==> src/rtl/eer_rl_pkg.sv <==
// Shared constants and types for the EER reinforcement-learning datapath:
// table geometry, word width and the Q-max scanner state encoding.
package eer_rl_pkg;

   localparam int WORD_WIDTH    = 16;
   localparam int MAX_NEIGHBORS = 16;
   localparam int ADDR_W        = 4;
   // One extra bit so a count/index can hold MAX_NEIGHBORS itself.
   localparam int CNT_W         = ADDR_W + 1;

   typedef enum logic [1:0] {
      IDLE,
      SCAN_MAX,
      SCAN_SEL,
      SUMMARY
   } qscan_state_t;

   // Limit a requested neighbour count to the physical table depth.
   function automatic logic [CNT_W-1:0] clamp_count(input logic [WORD_WIDTH-1:0] n);
      if (n > WORD_WIDTH'(MAX_NEIGHBORS)) begin
         return CNT_W'(MAX_NEIGHBORS);
      end
      return n[CNT_W-1:0];
   endfunction

endpackage

==> src/rtl/q_max_scanner.sv <==
// Per-round Q-max scanner: two passes over the neighbour table. Pass one finds
// the largest Q-value, pass two writes every neighbour holding it into the
// best-neighbour list, then a single summary strobe publishes maxQ and count.
module q_max_scanner
   import eer_rl_pkg::*;
(
   input  logic                  clock,
   input  logic                  reset,
   input  logic                  start,
   input  logic [WORD_WIDTH-1:0] neighborCount,
   output logic [ADDR_W-1:0]     rd_addr,
   input  logic [WORD_WIDTH-1:0] rd_neighborID,
   input  logic [WORD_WIDTH-1:0] rd_neighborHops,
   input  logic [WORD_WIDTH-1:0] rd_neighborQValue,
   output logic                  wr_en,
   output logic [ADDR_W-1:0]     wr_addr,
   output logic [WORD_WIDTH-1:0] mBestNeighbors,
   output logic [WORD_WIDTH-1:0] mBestNeighborsHop,
   output logic                  sum_wr,
   output logic [WORD_WIDTH-1:0] mMaxQ,
   output logic [WORD_WIDTH-1:0] mbestNeighborsCount,
   output logic                  busy,
   output logic                  done
);

   qscan_state_t          state_q, state_d;
   logic [CNT_W-1:0]      n_q, n_d;        // latched, clamped entry count
   logic [CNT_W-1:0]      idx_q, idx_d;    // read index within the current pass
   logic [CNT_W-1:0]      best_q, best_d;  // entries written to the best list
   logic [WORD_WIDTH-1:0] max_q, max_d;
   logic                  vld_q, vld_d;    // rd_* carries a datum requested last cycle
   logic                  scanning;
   logic                  issue;
   logic                  hit;

   // Read-issue and best-match decode shared by the FSM and the output muxes.
   always_comb begin
      scanning = (state_q == SCAN_MAX) || (state_q == SCAN_SEL);
      issue    = scanning && (idx_q < n_q);
      hit      = (state_q == SCAN_SEL) && vld_q && (rd_neighborQValue == max_q);
   end

   // Next-state, datapath updates and per-cycle strobes.
   always_comb begin
      // NOTE: every signal gets a default before the case so no path leaves one
      // unassigned, which would otherwise infer a latch.
      state_d           = state_q;
      n_d               = n_q;
      idx_d             = idx_q;
      best_d            = best_q;
      max_d             = max_q;
      vld_d             = issue;
      rd_addr           = issue ? idx_q[ADDR_W-1:0] : '0;
      wr_en             = hit;
      wr_addr           = hit ? best_q[ADDR_W-1:0] : '0;
      mBestNeighbors    = hit ? rd_neighborID : '0;
      mBestNeighborsHop = hit ? rd_neighborHops : '0;
      sum_wr            = 1'b0;
      done              = 1'b0;
      busy              = (state_q != IDLE);

      case (state_q)
         IDLE: begin
            if (start) begin
               n_d     = clamp_count(neighborCount);
               max_d   = '0;
               best_d  = '0;
               idx_d   = '0;
               state_d = (clamp_count(neighborCount) == '0) ? SUMMARY : SCAN_MAX;
            end
         end
         SCAN_MAX: begin
            if (vld_q && (rd_neighborQValue > max_q)) begin
               max_d = rd_neighborQValue;
            end
            if (idx_q == n_q) begin
               idx_d   = '0;
               state_d = SCAN_SEL;
            end else begin
               idx_d = idx_q + 1'b1;
            end
         end
         SCAN_SEL: begin
            if (hit) begin
               best_d = best_q + 1'b1;
            end
            if (idx_q == n_q) begin
               idx_d   = '0;
               state_d = SUMMARY;
            end else begin
               idx_d = idx_q + 1'b1;
            end
         end
         SUMMARY: begin
            sum_wr  = 1'b1;
            done    = 1'b1;
            state_d = IDLE;
         end
         default: state_d = IDLE;
      endcase
   end

   // State and datapath registers with synchronous reset.
   always_ff @(posedge clock) begin
      // NOTE: non-blocking assignments so every register samples the values
      // from before this edge, independent of statement order.
      if (reset) begin
         state_q <= IDLE;
         n_q     <= '0;
         idx_q   <= '0;
         best_q  <= '0;
         max_q   <= '0;
         vld_q   <= 1'b0;
      end else begin
         state_q <= state_d;
         n_q     <= n_d;
         idx_q   <= idx_d;
         best_q  <= best_d;
         max_q   <= max_d;
         vld_q   <= vld_d;
      end
   end

   // Summary words follow the working registers; they are cleared on an
   // accepted start and hold from done until the next one.
   assign mMaxQ               = max_q;
   assign mbestNeighborsCount = {{(WORD_WIDTH-CNT_W){1'b0}}, best_q};

endmodule

==> config.mk <==
export PLATFORM = sky130hd
export DESIGN_NAME = q_max_scanner
export DESIGN_NICKNAME = d
export VERILOG_FILES = /design/src/rtl/eer_rl_pkg.sv /design/src/rtl/q_max_scanner.sv
export SDC_FILE = /design/constraint.sdc
export NUM_CORES = 1
export LEC_CHECK = 0
export CORE_MARGIN = 2
export CORE_UTILIZATION = 36
export DETAILED_ROUTE_END_ITERATION = 6
export GPL_TIMING_DRIVEN = 0
export PLACE_DENSITY = 0.78
export SLEW_MARGIN = 20
export SYNTH_ARGS = -nofsm -noshare
export SYNTH_HDL_FRONTEND = slang
export SYNTH_SLANG_ARGS = --single-unit
==> constraint.sdc <==
create_clock -name clock -period 2.8 [get_ports clock]
set_clock_uncertainty 0.05 [all_clocks]
set_input_delay 0.7 -clock clock [delete_from_list [all_inputs] [get_ports clock]]
set_output_delay 0.7 -clock clock [all_outputs]
set_load 0.02 [all_outputs]
After elaboration in Yosys (flattened, before gate mapping):

Index checks and enable logic that the tools add are counted.

* word-level logic and storage cells: 63
* output and inout bits: 76
* memories: 0
* bits in latches: 0
* bits in read-only memories: 0
* flip-flop bits (word level): 34
* input bits: 67
* memory bits (writable): 0

* add/sub/neg operators: 2
* multiply operators: 0
* bitwise logic cells: 0
* equality and inequality tests: 10
* divide/modulo/power cells: 0
* mux-type cells: 25
* magnitude comparators: 3
* shifts and indexed selects: 0
* reduce and logical (&&, ||, !) cells: 17

Operators with widths (count)
* 16-bit 2-to-1 mux: 4
* 5-bit 2-to-1 mux: 7
* 16-bit one-hot mux with 2 select lines: 1
* 5-bit one-hot mux with 2 select lines: 2
* 16-bit equality test: 1
* 16-bit > comparator: 1
* 16-bit by 5-bit > comparator with 1-bit output (second input constant): 1
* 5-bit by 1-bit adder with 5-bit output (second input constant): 2
* 3-bit AND reduction: 3
* 2-bit 2-to-1 mux: 4
* 4-bit 2-to-1 mux: 2
* 2-bit one-hot mux with 4 select lines: 1
* 2-bit nonzero test: 4
* 2-bit by 1-bit inequality test with 1-bit output (second input constant): 3
* 5-bit equality test: 1
* 5-bit zero test: 1
* 5-bit < comparator: 1
* 2-bit equality test (second input constant): 2
* 1-bit logical AND: 4
* 1-bit 2-to-1 mux: 4
* 2-bit inequality test (second input constant): 2
* 2-bit AND reduction: 2
* 2-bit by 1-bit equality test with 1-bit output (second input constant): 1
* 2-bit zero test: 1
* other kinds (2): 2

Depth between registers and ports, before layout:

* depth after elaboration: 11
* depth in mapped cells: 10
* mapped depth without buffers: 7

Least setup slack after synthesis:

Ideal clock, no wire load.

* path type: in2out
* from: input rd_neighborQValue[15]
* to: output mBestNeighborsHop[10]
* required time: 2.050 ns
* setup slack: -0.234 ns
* cell stages on the path: 6
* data arrival time: 2.284 ns
* path buffers: 1
* path through: ha_1 > nand4_2 > or2_1 > nor3_2 > buf_2 > and2_1

* word-level cells in the longest chain between the ends: 3

RTL lines
* start: declaration: RTL line q_max_scanner.sv:14 `input logic [WORD_WIDTH-1:0] rd_neighborQValue,`
* 16-bit equality test: RTL line q_max_scanner.sv:40 `hit = (state_q == SCAN_SEL) && vld_q && (rd_neighborQValue == max_q);`
* 1-bit logical AND: RTL line q_max_scanner.sv:40
* net wr_en: RTL line q_max_scanner.sv:15 `output logic wr_en,`
* 16-bit 2-to-1 mux: RTL line q_max_scanner.sv:57 `mBestNeighborsHop = hit ? rd_neighborHops : '0;`
* end: declaration: RTL line q_max_scanner.sv:18 `output logic [WORD_WIDTH-1:0] mBestNeighborsHop,`

The timed path passes the listed nets, and every way through them passes these cells.

Worst setup path after layout:

* from: input rd_neighborQValue[5]
* to: output mBestNeighborsHop[13]

* word-level cells in the longest chain between the ends: 3

RTL lines (RTL line)
* 16-bit equality test: q_max_scanner.sv:40
* 1-bit logical AND: q_max_scanner.sv:40
* 16-bit 2-to-1 mux: q_max_scanner.sv:57

No other way between the ends.

==> results.md <==
* Status: complete, but fails checks
* Failing checks: setup timing
* CTS buffer count at 5
* Max clock buf depth at 2
* FP Rows at 30
* Fin crit share at 106.8%
* Gr ovfl total at 0
* RSZ-0062 raised after global routing: yes
* Sequential share of the synthesized area at a little over a quarter
* Most frequent CP cell: buf_6
* Ant diodes at 0
* Setup Viol. Count Final at 37
* Crit path max fanout at 5
* Final Hold Viols at 0
* Register area at 681.9 um2
* Worst Tran Pin Value at 0.5411 ns
* Rel. slew slack at a little under two thirds
* Mapped Cells at 311
* H-tree levels at 2
* Fin area at ~0.0048 mm2
* NumNets Final at a little under 600
* Die area at slightly below 0.008 mm2
* Peak Freq at 0.3344 GHz
* Worst EP required at around 2.1 ns
* Drt first pass iters at 4
* Critical Path Source Type: input pin
* Final Slew Violations at 0
* Initial antenna violation count at 0
* Synth Cell Area at 0.002597 mm2
* Worst skew pair latency at 0.29 ns
* Via Count at 2882
* Detailed Route WL at approximately 9000 um
* CP Cell Sequence: clkdlybuf4s15_1, ha_1, nand4_1, nor3_4, buf_6, buf_6, buf_6, and2_4, buf_6
* Vias in the first global route at 2799
* Largest net degree at the start of global routing at 11
* CP max stage cell: ha_1
* # DRC at 0
* Top_reg_cell synth: dfxtp_1
* TNS Setup at -5.125 ns
* Filler Cells Inserted at 524
* TritonCTS clock tree: built
* Final ANT Viol Nets at 0
* Most numerous cell in the Yosys netlist: and2_1
* Final WS setup at -0.1907 ns
* WP data arrival at 2.24 ns
* Largest delay share family, worst path: buffers and inverters
* Global-route wire length before repair at 12970 um
* Starting Density at 37.61%
* Standby leakage power at 1.970 nW
* Mean Syn Cell Area at 8.352 um2
* Area leader, netlist: dfxtp_1
* Fin Hold WS at 0.4070 ns
* Synthesized flop and latch total at 34
* Pwr Total at 2.459 mW
* Warnings from Yosys at 0
* Area of the multi-input gates at 0.001978 mm2
* Crit path capture type: output port
* Final core occ at between 60% and 70%
* Share of cells above drive strength 1 at 34.97%
* EDFF count, synth at 0
* WP buf/inv at 5
* Hold crit path type: register to register
* Clock Sinks at 34
* HPWL after DPL at just over 6000 um
* GPL Wtd Cong at 0.8126
* Pwr dens at just over 500 mW/mm2
* GRT Util Overall at between 20% and 30%
* CTS Hold Bufs at 0
* Synth area leaders: dfxtp_1 (26%), ha_1 (13%), and2_1 (9.4%), mux2i_1 (6.2%), nand3b_1 (4.6%)
* Post-synth top area share at 26.20%
* First-iteration detailed-routing DRC count at 84
* Core Region at 0.006907 mm2
* Chip height at 88.94 um
* Unique masters post-synth at 49
* I/O Buffers at 130
* WL/cell at 15.35 um
* Commonest cells post-synth: and2_1 (39), dfxtp_1 (34), inv_1 (31)
* Ys async rst share at 0%
* Placed inst area at 0.004110 mm2
* Vias per cell at 4.926
* Max incr delay on CP at 0.30 ns
* CTS clk-pin slew, worst paths at 0.06 ns
* Layout area overhead at 84.39%
* Tmin final at 2.991 ns
* Max Cap Viol at 0
* VDD IR max at 0.0002847 V
* I/O pins at 143
* Chip width at between 80 and 90 um
* Root Driver: clkbuf_8
* Critical path class: input pin to output port
## worst paths after layout
kind                                      startpoint               endpoint  slack [ns]  depth (start not counted)
worst max register to register              mMaxQ[8]              best_q[2]        0.09                         12
worst min register to register                n_q[3]                 n_q[3]        0.41                          2
worst max-delay path            rd_neighborQValue[5]  mBestNeighborsHop[13]       -0.19                          9
worst min-delay path                          n_q[3]                 n_q[3]        0.41                          2
## timing repair
action                                 4_1_cts  5_1_grt
pin swaps                                   37       20
endpoints found under the hold margin        0        0
setup buffers                               21       11
cloned                                       2        0
setup endpoints to repair                   50       60
resized for setup                          322       45
## layout make-up
type	instances	area share (%)
multi-input combinational	231	41.30
timing repair buffer	161	33.83
sequential	34	14.24
buffer	24	3.971
inverter	32	2.560
tap	96	2.508
clock buffer	7	1.594
## where the power goes
part           switching, mW  internal, mW  leakage, nW
clock network          0.172         0.171       0.0383
registers             0.0678         0.553        0.276
logic                  0.757         0.739         1.66
## sequential cells by signal, indices dropped and copies added (netlist names)
name and flops:
state_q 2, best_q 5, idx_q 5, mMaxQ 16, n_q 5, vld_q 1
## worst reg2reg max path: stages (launching register included)
cell	delay (ns)
dfxtp_1	0.36
inv_1	0.09
ha_4	0.26
nand4_1	0.13
buf_4	0.16
buf_4	0.12
buf_4	0.12
buf_6	0.12
nor4b_4	0.27
buf_4	0.16
a31oi_4	0.11
or4_1	0.55
a21oi_1	0.15
## placed cells by master, fill, tap and decap left out, drive strengths merged, types with 15 or more instances in the layout
cell	n
buf	96
clkdlybuf4s50	73
and2	39
dfxtp	34
inv	32
ha	28
clkbuf	19
nand2b	17
mux2i	16
nand3b	16
nor2	15
## through the flow
stage / cells / worst slack [ns]
finish: 585 / -0.1907
global route: 585 / -0.2310
global placement: 547 / -1.329
CTS: 577 / -0.2261
floorplan: 321 / -0.02250
detailed placement: 547 / -1.448
## routing by layer
| metal | global-route usage [%] | vias up | wire length (um) |
|---|---|---|---|
| li1 | - | 1410 | - |
| met1 | 22.42 | 1330 | 3351 |
| met2 | 40.09 | 119 | 4777 |
| met3 | 4.986 | 23 | 654 |
| met4 | 7.191 | 0 | 197 |
| met5 | 0 | - | 0 |
## logic make-up after synthesis
group	share of synthesized area, %
simple gates	30.11
buf+inv	10.74
compound gates	12.14
flops	26.20
fa+ha+maj	13.49
mux	6.166
xor+xnor	1.012
other cells	0.1444
(Power assumes the default switching activity.)
==> edit 1, RTL diff (config.mk and constraints unchanged) <==
The 4 states of `qscan_state_t` get a one-hot encoding in 4 bits.
--- a/src/rtl/eer_rl_pkg.sv
+++ b/src/rtl/eer_rl_pkg.sv
@@ -9,9 +9,9 @@
    localparam int CNT_W         = ADDR_W + 1;
 
-   typedef enum logic [1:0] {
-      IDLE,
-      SCAN_MAX,
-      SCAN_SEL,
-      SUMMARY
+   typedef enum logic [3:0] {
+      IDLE     = 4'b0001,
+      SCAN_MAX = 4'b0010,
+      SCAN_SEL = 4'b0100,
+      SUMMARY  = 4'b1000
    } qscan_state_t;
 
Function: same outputs for any inputs over 10 cycles, from zero or initial values and one cycle with reset high; not proved beyond that.
==> edit 1 against the unedited design <==
The run still ends with negative setup slack left. Via count is 2.3% lower. Area after synthesis is 3.1% lower. Wire length is 4.5% lower. Die area is 3.0% lower. Cell area is 1.0% lower. Sequential cell count is 2 higher. First-iteration DRC count is 13% lower. Worst setup slack worse by 0.076 ns.
Power is not compared: it rests on default switching activity, and its combinational part moved more than twofold at a synthesized area within 25%.
==> edit 1: results (changes against the unedited design) <==
\begin{tabular}{lr}
\hline
Metric & Value \\
\hline
\multicolumn{2}{l}{\textbf{Outcome}} \\
Status & finished, violations left (unchanged) \\
Violated checks & negative setup slack (unchanged) \\
\multicolumn{2}{l}{\textbf{CTS}} \\
Number of gates resized after cts & 376 (was 322) \\
\multicolumn{2}{l}{\textbf{Synthesis}} \\
Sequential element share of the synthesized area & 0.286 (was 0.262) \\
Yosys cell types & 41 (was 49) \\
Post-synthesis share of cell area spent on xor and xnor gates & 0.0278 (was 0.0101) \\
Post-synthesis compound-gate area fraction & 0.0940 (was 0.121) \\
Cell types with the largest area share after synthesis & sky130\_fd\_sc\_hd\_\_dfxtp\_1, sky130\_fd\_sc\_hd\_\_ha\_1, sky130\_fd\_sc\_hd\_\_and3\_1, sky130\_fd\_sc\_hd\_\_mux2i\_1, sky130\_fd\_sc\_hd\_\_nand2b\_1 (was sky130\_fd\_sc\_hd\_\_dfxtp\_1, sky130\_fd\_sc\_hd\_\_ha\_1, sky130\_fd\_sc\_hd\_\_and2\_1, sky130\_fd\_sc\_hd\_\_mux2i\_1, sky130\_fd\_sc\_hd\_\_nand3b\_1) \\
Area share of fa/ha/maj cells after synthesis & 0.114 (was 0.135) \\
\multicolumn{2}{l}{\textbf{Finish}} \\
Final-layout fill cell count & 534 (was 524) \\
NumNets Final & 564 (was 584) \\
Share of cells above drive strength 1 & 0.349 (was 0.350) \\
Share of final layout cell area taken by clock buffers and inverters & 0.0198 (was 0.0159) \\
\multicolumn{2}{l}{\textbf{Critical path}} \\
Crit-path slowest cell & sky130\_fd\_sc\_hd\_\_nor4\_4 (was sky130\_fd\_sc\_hd\_\_ha\_1) \\
Launching element of the worst setup path & rd\_neighborQValue[11] (was rd\_neighborQValue[5]) \\
Count of cells along the worst register-to-register path & 10 (was 12) \\
Termination of the worst setup path & wr\_addr[1] (was mBestNeighborsHop[13]) \\
Worst R2R Start & mMaxQ[11] (was mMaxQ[8]) \\
\multicolumn{2}{l}{\textbf{Placed design}} \\
GP Congestion & 0.834 (was 0.813) \\
Final HPWL from detailed placement & 5870 um (was 6170 um) \\
Port Buf Inserts & 131 (was 130) \\
\multicolumn{2}{l}{\textbf{STA}} \\
Count of endpoints failing setup in the final report & 37 (unchanged) \\
Worst slew pin tran & 0.766 ns (was 0.541 ns) \\
Least setup slack across all paths after layout & -0.267 ns (was -0.191 ns) \\
\multicolumn{2}{l}{\textbf{Global route}} \\
First-pass GRT wire length & 13,000 um (about the same) \\
GRT Total Usage & 0.216 (was 0.210) \\
Number of global-route vias before repair & 2,726 (was 2,799) \\
\multicolumn{2}{l}{\textbf{Detailed routing}} \\
Average vias per placed instance & 4.93 (about the same) \\
Average wire per standard cell & 15.0 um (was 15.4 um) \\
\hline
\end{tabular}
edit 1: cell types whose count changed in the layout (fill, tap and decap cells not counted), moves of 5 or more:
| cell | change |
|---|---|
| sky130_fd_sc_hd__and2_1 | +5 |
| sky130_fd_sc_hd__inv_1 | -5 |
| sky130_fd_sc_hd__nand3b_1 | -16 |
| sky130_fd_sc_hd__and2_2 | -20 |
| sky130_fd_sc_hd__and2_4 | -15 |
| sky130_fd_sc_hd__ha_1 | -6 |
| sky130_fd_sc_hd__and3_4 | +33 |
| sky130_fd_sc_hd__buf_2 | +7 |
| sky130_fd_sc_hd__buf_6 | -5 |
| sky130_fd_sc_hd__buf_8 | +8 |
| sky130_fd_sc_hd__buf_4 | -8 |
| sky130_fd_sc_hd__nand2_1 | +18 |
edit 1: power by group through the flow:
| stage | sequential, mW | clock [mW] | combinational (mW) |
|---|---|---|---|
| 2_1_floorplan | 0.537 | 0 | 0.126 |
| 3_3_place_gp | 0.537 | 0 | 0.250 |
| 3_5_place_dp | 0.537 | 0 | 0.254 |
| 4_1_cts | 0.525 | 0.404 | 0.277 |
| 5_1_grt | 0.526 | 0.426 | 0.317 |
| 6_report | 0.525 | 0.397 | 0.292 |
edit 1: layer usage:
metal / track usage / routed length [um] / vias up
met5: 0 / 0 / -
met1: 0.260 / 3520 / 1349
met2: 0.391 / 4590 / 75
li1: - / - / 1378
met4: 0.0657 / 124 / 0
met3: 0.0368 / 344 / 13
edit 1: per-stage QoR:
step	hold slack, ns	TNS [ns]	setup slack (ns)	util	area, um^2
after global routing	0.451	-11.27	-0.329	0.698	4740
after floorplan	0.382	-0.602	-0.0201	-	2600
after detailed placement	0.415	-57.63	-1.39	0.594	4030
after global placement	0.394	-56.34	-1.38	0.594	4030
after CTS	0.426	-12.74	-0.292	0.679	4620
final	0.421	-9.05	-0.267	0.698	4740
==> edit 2, RTL diff (same settings) <==
Made on the original files. Change the package constant `MAX_NEIGHBORS` from 16 to 12.
--- a/src/rtl/eer_rl_pkg.sv
+++ b/src/rtl/eer_rl_pkg.sv
@@ -4,5 +4,5 @@
 
    localparam int WORD_WIDTH    = 16;
-   localparam int MAX_NEIGHBORS = 16;
+   localparam int MAX_NEIGHBORS = 12;
    localparam int ADDR_W        = 4;
    // One extra bit so a count/index can hold MAX_NEIGHBORS itself.
Function: no difference found for any inputs over 10 cycles, from zero or initial values and one cycle with reset high; that may be too few to reach the edited logic, so the function may still have changed.
==> edit 2 against the unedited design <==
The run still ends with negative setup slack left. Sequential share of layout area is 0.43 points higher. Cell area is 2.9% lower. Wire length is 5.4% lower. Area after synthesis is 0.53% lower. Power is 5.6% lower. Worst setup slack worse by 0.032 ns. Sequential cell count stayed put. Critical endpoint is now mBestNeighbors[8]. Highest routed layer unchanged.
==> edit 2: results (changes against the unedited design) <==
\begin{tabular}{lr}
\hline
Metric & Value \\
\hline
\multicolumn{2}{l}{\textbf{Outcome}} \\
Status & finished, violations left (unchanged) \\
Violated checks & negative setup slack (unchanged) \\
\multicolumn{2}{l}{\textbf{Placed design}} \\
Cell area after placement & 4210 um\^{}2 (was 4110 um\^{}2) \\
Final HPWL from detailed placement & 6260 um (was 6170 um) \\
\multicolumn{2}{l}{\textbf{STA}} \\
Total negative slack for setup checks & -6.90 ns (was -5.13 ns) \\
Least setup slack across all paths after layout & -0.223 ns (was -0.191 ns) \\
Count of endpoints failing setup in the final report & 37 (unchanged) \\
Final Hold Slack & 0.411 ns (was 0.407 ns) \\
\multicolumn{2}{l}{\textbf{Synthesis}} \\
Sequential element share of the synthesized area & 0.263 (was 0.262) \\
Portion of netlist area occupied by mux cells & 0.0620 (was 0.0617) \\
Post-synthesis compound-gate area fraction & 0.122 (was 0.121) \\
Cell types with the largest area share after synthesis & sky130\_fd\_sc\_hd\_\_dfxtp\_1, sky130\_fd\_sc\_hd\_\_ha\_1, sky130\_fd\_sc\_hd\_\_and2\_1, sky130\_fd\_sc\_hd\_\_mux2i\_1, sky130\_fd\_sc\_hd\_\_inv\_1 (was sky130\_fd\_sc\_hd\_\_dfxtp\_1, sky130\_fd\_sc\_hd\_\_ha\_1, sky130\_fd\_sc\_hd\_\_and2\_1, sky130\_fd\_sc\_hd\_\_mux2i\_1, sky130\_fd\_sc\_hd\_\_nand3b\_1) \\
\multicolumn{2}{l}{\textbf{Global route}} \\
Fraction of met1 tracks used by global routing & 0.245 (was 0.224) \\
GRT Total Usage & 0.210 (about the same) \\
Met2 routing resource usage after global routing & 0.383 (was 0.401) \\
Global Route met3 Usage & 0.0373 (was 0.0499) \\
\multicolumn{2}{l}{\textbf{Critical path}} \\
Endpoint of the worst-slack reg-to-reg timing path & mMaxQ[1] (was best\_q[2]) \\
Peak per-stage delay on the critical path & 0.28 ns (was 0.30 ns) \\
Crit-path slowest cell & sky130\_fd\_sc\_hd\_\_ha\_4 (was sky130\_fd\_sc\_hd\_\_ha\_1) \\
R2R setup slack & 0.18 ns (was 0.09 ns) \\
Critical-path maximum fanout & 8 (was 5) \\
Launching element of the worst setup path & rd\_neighborQValue[14] (was rd\_neighborQValue[5]) \\
\multicolumn{2}{l}{\textbf{Detailed routing}} \\
Violation count after the first detailed-route iteration & 63 (was 84) \\
Average wire per standard cell & 14.9 um (was 15.4 um) \\
\multicolumn{2}{l}{\textbf{CTS}} \\
Setup Buffers After CTS & 11 (was 21) \\
\multicolumn{2}{l}{\textbf{Pwr}} \\
P per Cell Area & 499 nW/um\^{}2 (was 513 nW/um\^{}2) \\
Leakage power of the design & 1.92 nW (was 1.97 nW) \\
\multicolumn{2}{l}{\textbf{Finish}} \\
Share of cells above drive strength 1 & 0.326 (was 0.350) \\
\hline
\end{tabular}
edit 2: changes by cell type after synthesis, sizes merged, moves of 2 or more:
cell	delta
nor2	-2
buf	-2
o31a	-2
a21o	+2
clkbuf	+2
nand2	+4
inv	-2
edit 2: metal layers:
metal  up-vias  wire (um)
met4         0        144
met3        13        298
met2        65       4630
li1       1380          -
met1      1278       3420
met5         -          0
edit 2: power by group:
group / total (mW) / switching, mW / internal (mW) / leakage (nW)
logic: 1.26 / 0.689 / 0.574 / 1.59
registers: 0.613 / 0.0587 / 0.554 / 0.276
clock network: 0.445 / 0.197 / 0.249 / 0.0575
edit 2: critical path: cells and delay by family:
| kind | cells | cell delay (ns) |
|---|---|---|
| AND/OR/NAND/NOR | 4 | 0.70 |
| buffers and inverters | 4 | 0.59 |
| adder cells (fa/ha/maj) | 1 | 0.28 |
edit 2: how the worst max path moves through the flow:
stage | end | slack [ns] | cells past startpoint
floorplan | mBestNeighborsHop[10] | -0.1 | 6
global placement | mBestNeighbors[7] | -1.51 | 8
detailed placement | mBestNeighbors[7] | -1.55 | 8
CTS | mBestNeighbors[7] | -0.35 | 9
global route | mBestNeighbors[8] | -0.32 | 9
finish | mBestNeighbors[8] | -0.22 | 9
edit 2: area by class of cell:
class / count / area [um^2]
Fill cell: 567 / 2220
Multi-Input combinational cell: 233 / 1970
Timing Repair Buffer: 147 / 1470
Sequential cell: 34 / 682
Buffer: 24 / 184
Tap cell: 96 / 120
Inverter: 30 / 113
Clock buffer: 8 / 110
edit 2: per-stage QoR:
step                utilization  setup slack [ns]  cells
floorplan                     -           -0.0997    321
global placement          0.613             -1.51    547
detailed placement        0.613             -1.55    547
CTS                       0.669            -0.347    570
global route              0.677            -0.320    572
finish                    0.677            -0.223    572
